<file path="src/rtl/seg_scan_driver.sv">
// seg_scan_driver
//   Takes the two 7-segment patterns from the two-digit counter and shows
//   them on one shared segment bus, one digit at a time. It blanks both
//   digits at the start of each slot so the previous digit does not ghost
//   onto the next one. It dims the display with a 4-bit PWM. The patterns
//   are snapshotted once per frame, so a digit never changes mid-frame.
//
// Parameters
//   REFRESH_DIV    clock cycles per digit slot (frame = 2*REFRESH_DIV);
//                  must be >= BLANK_CYCLES+16
//   BLANK_CYCLES   cycles at the start of each slot with both digits off;
//                  must be >= 1
//   SEG_ACTIVE_LOW 1: segments light on 0 (blank = 7'h7F); 0: blank = 7'h00
//
// Ports
//   CLK         system clock
//   RST         synchronous reset, active-high
//   seg_1       ones-digit segment pattern
//   seg_10      tens-digit segment pattern
//   en          display enable; 0 forces the display dark
//   brightness  PWM duty code, 0 = off, 15 = full
//   seg_out     shared segment bus (registered)
//   an          active-low digit enables, an[0] = ones, an[1] = tens
//   frame_tick  one-cycle pulse at each frame start (registered)

module seg_scan_driver #(
  parameter int unsigned REFRESH_DIV    = 50000,
  parameter int unsigned BLANK_CYCLES   = 16,
  parameter bit          SEG_ACTIVE_LOW = 1'b1
) (
  input  logic       CLK,
  input  logic       RST,
  input  logic [6:0] seg_1,
  input  logic [6:0] seg_10,
  input  logic       en,
  input  logic [3:0] brightness,
  output logic [6:0] seg_out,
  output logic [1:0] an,
  output logic       frame_tick
);

  localparam int unsigned   CW        = $clog2(REFRESH_DIV);
  localparam logic [6:0]    BLANK_PAT = SEG_ACTIVE_LOW ? 7'h7F : 7'h00;
  localparam logic [CW-1:0] CNT_LAST  = CW'(REFRESH_DIV - 1);
  localparam logic [CW-1:0] BLANK_END = CW'(BLANK_CYCLES);

  typedef enum logic {
    DIGIT_ONES = 1'b0,
    DIGIT_TENS = 1'b1
  } digit_t;

  digit_t        sel, sel_nxt;
  logic [CW-1:0] cnt, cnt_nxt;
  logic [6:0]    sh1, sh10;
  logic          slot_end;
  logic          frame_start;
  logic          duty_on;
  logic          lit;
  logic [1:0]    an_nxt;
  logic [6:0]    seg_nxt;

  // Slot counter and digit select; both run regardless of en/brightness
  // so that re-enabling the display resumes in phase.
  always_comb begin
    slot_end    = (cnt == CNT_LAST);
    frame_start = (sel == DIGIT_ONES) && (cnt == '0);
    cnt_nxt     = slot_end ? '0 : cnt + 1'b1;
    sel_nxt     = sel;
    if (slot_end) begin
      sel_nxt = (sel == DIGIT_ONES) ? DIGIT_TENS : DIGIT_ONES;
    end
  end

  // PWM compares the low nibble of the slot counter against the duty code.
  // Code 15 is special-cased to full on, because a strict compare would
  // leave one dark cycle in every 16.
  always_comb begin
    duty_on = (brightness == 4'hF) || (cnt[3:0] < brightness);
    lit     = en && (cnt >= BLANK_END) && duty_on;
  end

  // Output decode from the current state. It is registered below, so the
  // pins lag the state by exactly one cycle. Only one enable can be low.
  always_comb begin
    an_nxt  = 2'b11;
    seg_nxt = BLANK_PAT;
    if (lit) begin
      if (sel == DIGIT_ONES) begin
        an_nxt  = 2'b10;
        seg_nxt = sh1;
      end else begin
        an_nxt  = 2'b01;
        seg_nxt = sh10;
      end
    end
  end

  always_ff @(posedge CLK) begin
    if (RST) begin
      cnt <= '0;
      sel <= DIGIT_ONES;
    end else begin
      cnt <= cnt_nxt;
      sel <= sel_nxt;
    end
  end

  // Shadows load only at frame start. The blanking window (>= 1 cycle)
  // guarantees the first lit output already sees the new snapshot.
  always_ff @(posedge CLK) begin
    if (RST) begin
      sh1  <= BLANK_PAT;
      sh10 <= BLANK_PAT;
    end else if (frame_start) begin
      sh1  <= seg_1;
      sh10 <= seg_10;
    end
  end

  always_ff @(posedge CLK) begin
    if (RST) begin
      an         <= 2'b11;
      seg_out    <= BLANK_PAT;
      frame_tick <= 1'b0;
    end else begin
      an         <= an_nxt;
      seg_out    <= seg_nxt;
      frame_tick <= frame_start;
    end
  end

endmodule

</file>
<file path="config.mk">
export PLATFORM = sky130hd
export DESIGN_NAME = seg_scan_driver
export DESIGN_NICKNAME = d
export VERILOG_FILES = /design/src/rtl/seg_scan_driver.sv
export SDC_FILE = /design/constraint.sdc
export NUM_CORES = 1
export LEC_CHECK = 0
export BUFFER_PORTS_ARGS = -buffer_cell sky130_fd_sc_hd__buf_2
export CAP_MARGIN = 10
export CORE_MARGIN = 1
export CORE_UTILIZATION = 49
export CTS_CLUSTER_DIAMETER = 150
export CTS_CLUSTER_SIZE = 14
export DETAILED_ROUTE_END_ITERATION = 8
export PLACE_DENSITY = 0.74
export SLEW_MARGIN = 20
export SYNTH_ARGS = -nofsm -noshare
export SYNTH_HDL_FRONTEND = slang
export SYNTH_SLANG_ARGS = --single-unit
</file>
<file path="constraint.sdc">
create_clock -name CLK -period 1.6 [get_ports CLK]
set_input_delay 0.08 -clock CLK [delete_from_list [all_inputs] [get_ports CLK]]
set_output_delay 0.08 -clock CLK [all_outputs]
set_load 0.05 [all_outputs]
</file>
* Yosys cells after proc, flatten, opt, wreduce, memory -nomap -nowiden *
Cells that the tools add are included.

storage, ports and cells
  input port bits = 21
  logic and storage cells = 24
  register bits after elaboration = 41

operators by class
  eq/ne operators = 2
  reduce and logical (&&, ||, !) cells = 7
  mux-type cells = 3
  magnitude comparators = 2
  bitwise gates (word level) = 2
  add/sub/neg operators = 1

operators with widths
  cell                                                   count
  adder 16 x 1 -> 16 bit (second input constant)         1
  equality test 16 bit (second input constant)           1
  >= comparator 16 x 5 -> 1 bit (second input constant)  1
  zero test 16 bit                                       1
  two-way mux 7 bit                                      1
  equality test 4 bit (second input constant)            1
  < comparator 4 bit                                     1
  OR reduction 2 bit                                     2
  logical AND 1 bit                                      3
  two-way mux 2 bit                                      1
  NOT 1 bit                                              2
  logical OR 1 bit                                       1
  two-way mux 1 bit                                      1

* Depth between registers and ports, before layout *
  word-level depth = 5
  mapped depth = 7
  gate-level depth less buffers = 6

* Worst setup path before layout *
OpenSTA, ideal clock, no wires.

  path type = register to register
  from = register cnt[1]
  to = register an[1]
  required time = 1.460 ns
  path slack = -0.184 ns
  arrival time = 1.644 ns
  stages on the path, launching flop included = 6
  clock period less this slack = 1.784 ns
  cell sequence = dfxtp_1 -> ha_1 -> a21o_1 -> a211o_1 -> a2111oi_4 -> nand2_1

on the way
  cells in the longest elaborated chain, start to end = 5
  elaborated cells on any way between the ends = 7

RTL lines
  item                                                                        line    source
  start, declared                                                             53      logic [CW-1:0] cnt, cnt_nxt;
  start signal, assigned                                                      103     cnt <= cnt_nxt;
  >= comparator 16 x 5 -> 1 bit / < comparator 4 bit (equally long branches)  79, 78
  logical AND 1 bit / logical OR 1 bit (equally long branches)                79, 78
  logical AND 1 bit *                                                         79      lit = en && (cnt >= BLANK_END) && duty_on;
  NOT 1 bit (no source line) *                                                -
  OR reduction 2 bit (no source line) *                                       -
  end signal, assigned                                                        126     an <= an_nxt;
  end, declared                                                               38      output logic [1:0] an,

Mark *: on every way between the ends. The rest lies on a longest branch, timed or not.
A chain may end at the register's enable or synchronous reset.

* Final worst setup path *
  from = register cnt[12]
  to = register sh1[3]

on the way
  cells in the longest elaborated chain, start to end = 2

RTL lines
  item                  line  source
  zero test 16 bit      66    frame_start = (sel == DIGIT_ONES) && (cnt == '0);
  logical AND 1 bit     66
  end signal, assigned  115   sh1 <= seg_1;
  end, declared         54    logic [6:0] sh1, sh10;

Every way passes these cells.

==> flow_summary.yaml <==
status:
  status: "complete, but fails checks"
  violations: "negative setup slack"
worst_setup_path:
  critPathTopFamily: "simple AND/OR/NAND/NOR gates"
  cp_num_buf_inv: 1
  path_class: "reg -> reg"
  worst_ep_arrival_time_ps: 2050
  cp.required_ps: 1850
  worstPathCellList: "or4_4 -> nor4_4 -> nand2_2 -> buf_12 -> nor3_2 -> a21oi_1"
  startpoint_type: "register"
  cp_slowest_cell: "or4_4"
  max_stage_delay_ps: 560
  end_kind: "register"
  worstPathMaxFanout: 29
routing:
  drc: 0
  wl_met3_um: 161
  drt-met1-wl_um: 1730
  num_vias: 1560
  totalWireLength_um: 4010
  wl_met2_um: 2030
  drt_iter0_drc: 56
  dr.pass1.iters: 4
  top_layer: "met4"
  wl_per_cell_um: 13.0
  routed_via_density: 5.05
  antenna_left: 0
global_route:
  antenna_found_initial: 0
  grt_first_pass_wirelength_um: 5990
  grt_max_degree: 30
  track_usage_pct: 22.3
  grt_pass1_vias: 1434
  overflow: 0
clock_tree:
  cts_num_sinks: 41
  cts_root_buf: "clkbuf_4"
  htreeDepth: 2
  clk_pin_slew_ps: 130
  cts-buffers-inserted: 5
  clk_latency_ps: 350
  cts_tree: "yes"
  clockBufferDepth: 2
place:
  routabilityCongestion: 0.757
  placed_area_um2: 2110
  dp_cells: 285
  place_ws_ps: -170
  dpl.hpwl_um: 2360
  port_buffers: 30
finish:
  layout-drive-gt1-share_pct: 33.8
  n_antenna_cell: 0
  nets: 288
  final_area_um2: 2470
  syn_to_final_growth_pct: 43.7
  utilization_pct: 73.9
  finalNonFillerCells: 309
pwr:
  p_sw_mw: 0.538
  max-vdd-ir-drop_uv: 696
  power_density_nw_per_um2: 906
  p_leak_nw: 1.01
  p_int_mw: 1.70
  p_seq_share_pct: 48.8
  switching_share_pct: 24.1
  combPwrFrac_pct: 13.2
  power_mw: 2.24
  p_clk_share_pct: 38.0
timing:
  finalMaxSlewViolations: 0
  tns_ps: -3800
  setup_slack_ps: -200
  max_freq_mhz: 555
  rsz0062_at_grt: "true"
  holdWs_ps: 157
  hold_violations: 0
  clock_skew_ps: 7.11
  min_period_ps: 1800
  min_period_over_period_pct: 113
  worstMarginPinSlew_ps: 380
  max_slew_margin_pct: 74.7
  setup_violations: 24
floorplanning:
  rows: 21
  die_w_um: 61.2
  dieArea_um2: 3740
  core_um2: 3340
  initial_utilization_pct: 51.4
  fp.dieH_um: 61.2
  ios: 31
logic_synthesis:
  synth_area_leaders: "dfxtp_1 (48%), nor2_1 (8.5%), nor3_1 (4.4%)"
  syn_nets: 218
  yosys.area.top_type_share_pct: 47.8
  yosys.area.top_type: "dfxtp_1"
  netlist_area_um2: 1720
  ys_ff_latch: 41
  synth.most_common_cell: "dfxtp_1"
  synthTopCellsByCount: "dfxtp_1 (41), nor2_1 (39), nor3_1 (15), a21oi_1 (14), nand2_1 (12)"
  synth_edf_count: 0
  synth_cell_types: 30
  synth_ff_type: "dfxtp_1"
  synth_seq_area_share_pct: 47.8
  syn_inst: 192
  ys_async_sr_fraction_pct: 0
  syn_avg_cell_area_um2: 8.94
  ys_warn_count: 0
worst_hold_path:
  min_path_type: "in -> reg"
flow_run:
  cap_violations: 0
## worst register-to-register path, stage by stage (launching register included)
cell and delay [ps]:
dfxtp_1 330, or4_4 560, nor4_4 310, nand2_2 110, buf_12 190, nor3_2 140
a21oi_1 60
## layout make-up
| type | count | area, um2 |
|---|---|---|
| Multi-Input combinational cell | 134 | 917 |
| Inverter | 8 | 30.0 |
| Sequential cell | 41 | 825 |
| Timing Repair Buffer | 72 | 532 |
| Clock buffer | 5 | 37.5 |
| Fill cell | 229 | 870 |
| Clock inverter | 3 | 68.8 |
| Tap cell | 46 | 57.6 |
## routing by layer
metal  vias up  global-route usage, %
li1        778                      -
met1       733                   24.9
met2        38                   39.4
met3        11                   5.67
met4         0                   11.0
met5         -                      0
## repair_timing
item | in CTS | in global routing
gates resized for setup | 4 | 14
hold buffers | 15 | 0
hold endpoints to repair | 16 | 0
pin swaps | 0 | 1
endpoints found under the setup margin | 23 | 31
buffers inserted | 0 | 3
## registers in the layout, indices dropped and copies added, names as in the netlist
register    flops
frame_tick      1
sh10            7
cnt            16
an              2
sel             1
seg_out         7
sh1             7
## power by group through the flow
stage | Clock (mW) | Sequential [mW] | Combinational (mW)
2_1_floorplan | 0 | 1.12 | 0.149
3_3_place_gp | 0 | 1.11 | 0.225
3_5_place_dp | 0 | 1.11 | 0.233
4_1_cts | 0.857 | 1.09 | 0.269
5_1_grt | 0.896 | 1.10 | 0.322
6_report | 0.850 | 1.09 | 0.296
## logic make-up (layout without fill, tap and decap cells)
logic type                 after synthesis  count (layout)  synth area share [%]
AOI/OAI and AO/OA                       18              18                  7.14
DFF                                     41              41                  47.8
xor gates and xnor gates                15              15                  7.65
muxes                                    7               7                  4.08
and+or+nand+nor                         89              89                  25.0
adders and majority gates                5               5                  3.64
buffers and inverters                   17              88                  4.66
## cells in the final DEF (no fill, tap or decap), types with 2 or more instances in the layout
master,netlist,layout
a21oi_1,14,14
buf_12,0,2
buf_2,1,30
buf_4,0,24
bufinv_16,0,2
clkbuf_4,0,5
dfxtp_1,41,38
dfxtp_2,0,3
dlygate4sd3_1,0,15
ha_1,5,4
inv_1,8,8
mux2i_1,7,7
nand2_1,12,12
nand2b_1,3,3
nand3_1,6,5
nand4_1,3,3
nor2_1,39,39
nor2b_1,2,2
nor3_1,15,2
nor3_2,0,11
nor3_4,0,2
or4_4,1,2
xnor2_1,8,8
xor2_1,7,7
## worst paths after layout
| kind | slack [ps] | start | cells past startpoint | end |
|---|---|---|---|---|
| worst min-delay path | 160 | en | 5 | seg_out[1] |
| worst max register to register | -200 | cnt[12] | 6 | sh1[3] |
| worst min register to register | 490 | sh10[2] | 2 | seg_out[2] |
| worst max-delay path | -200 | cnt[12] | 6 | sh1[3] |
(Power assumes the default switching activity.)
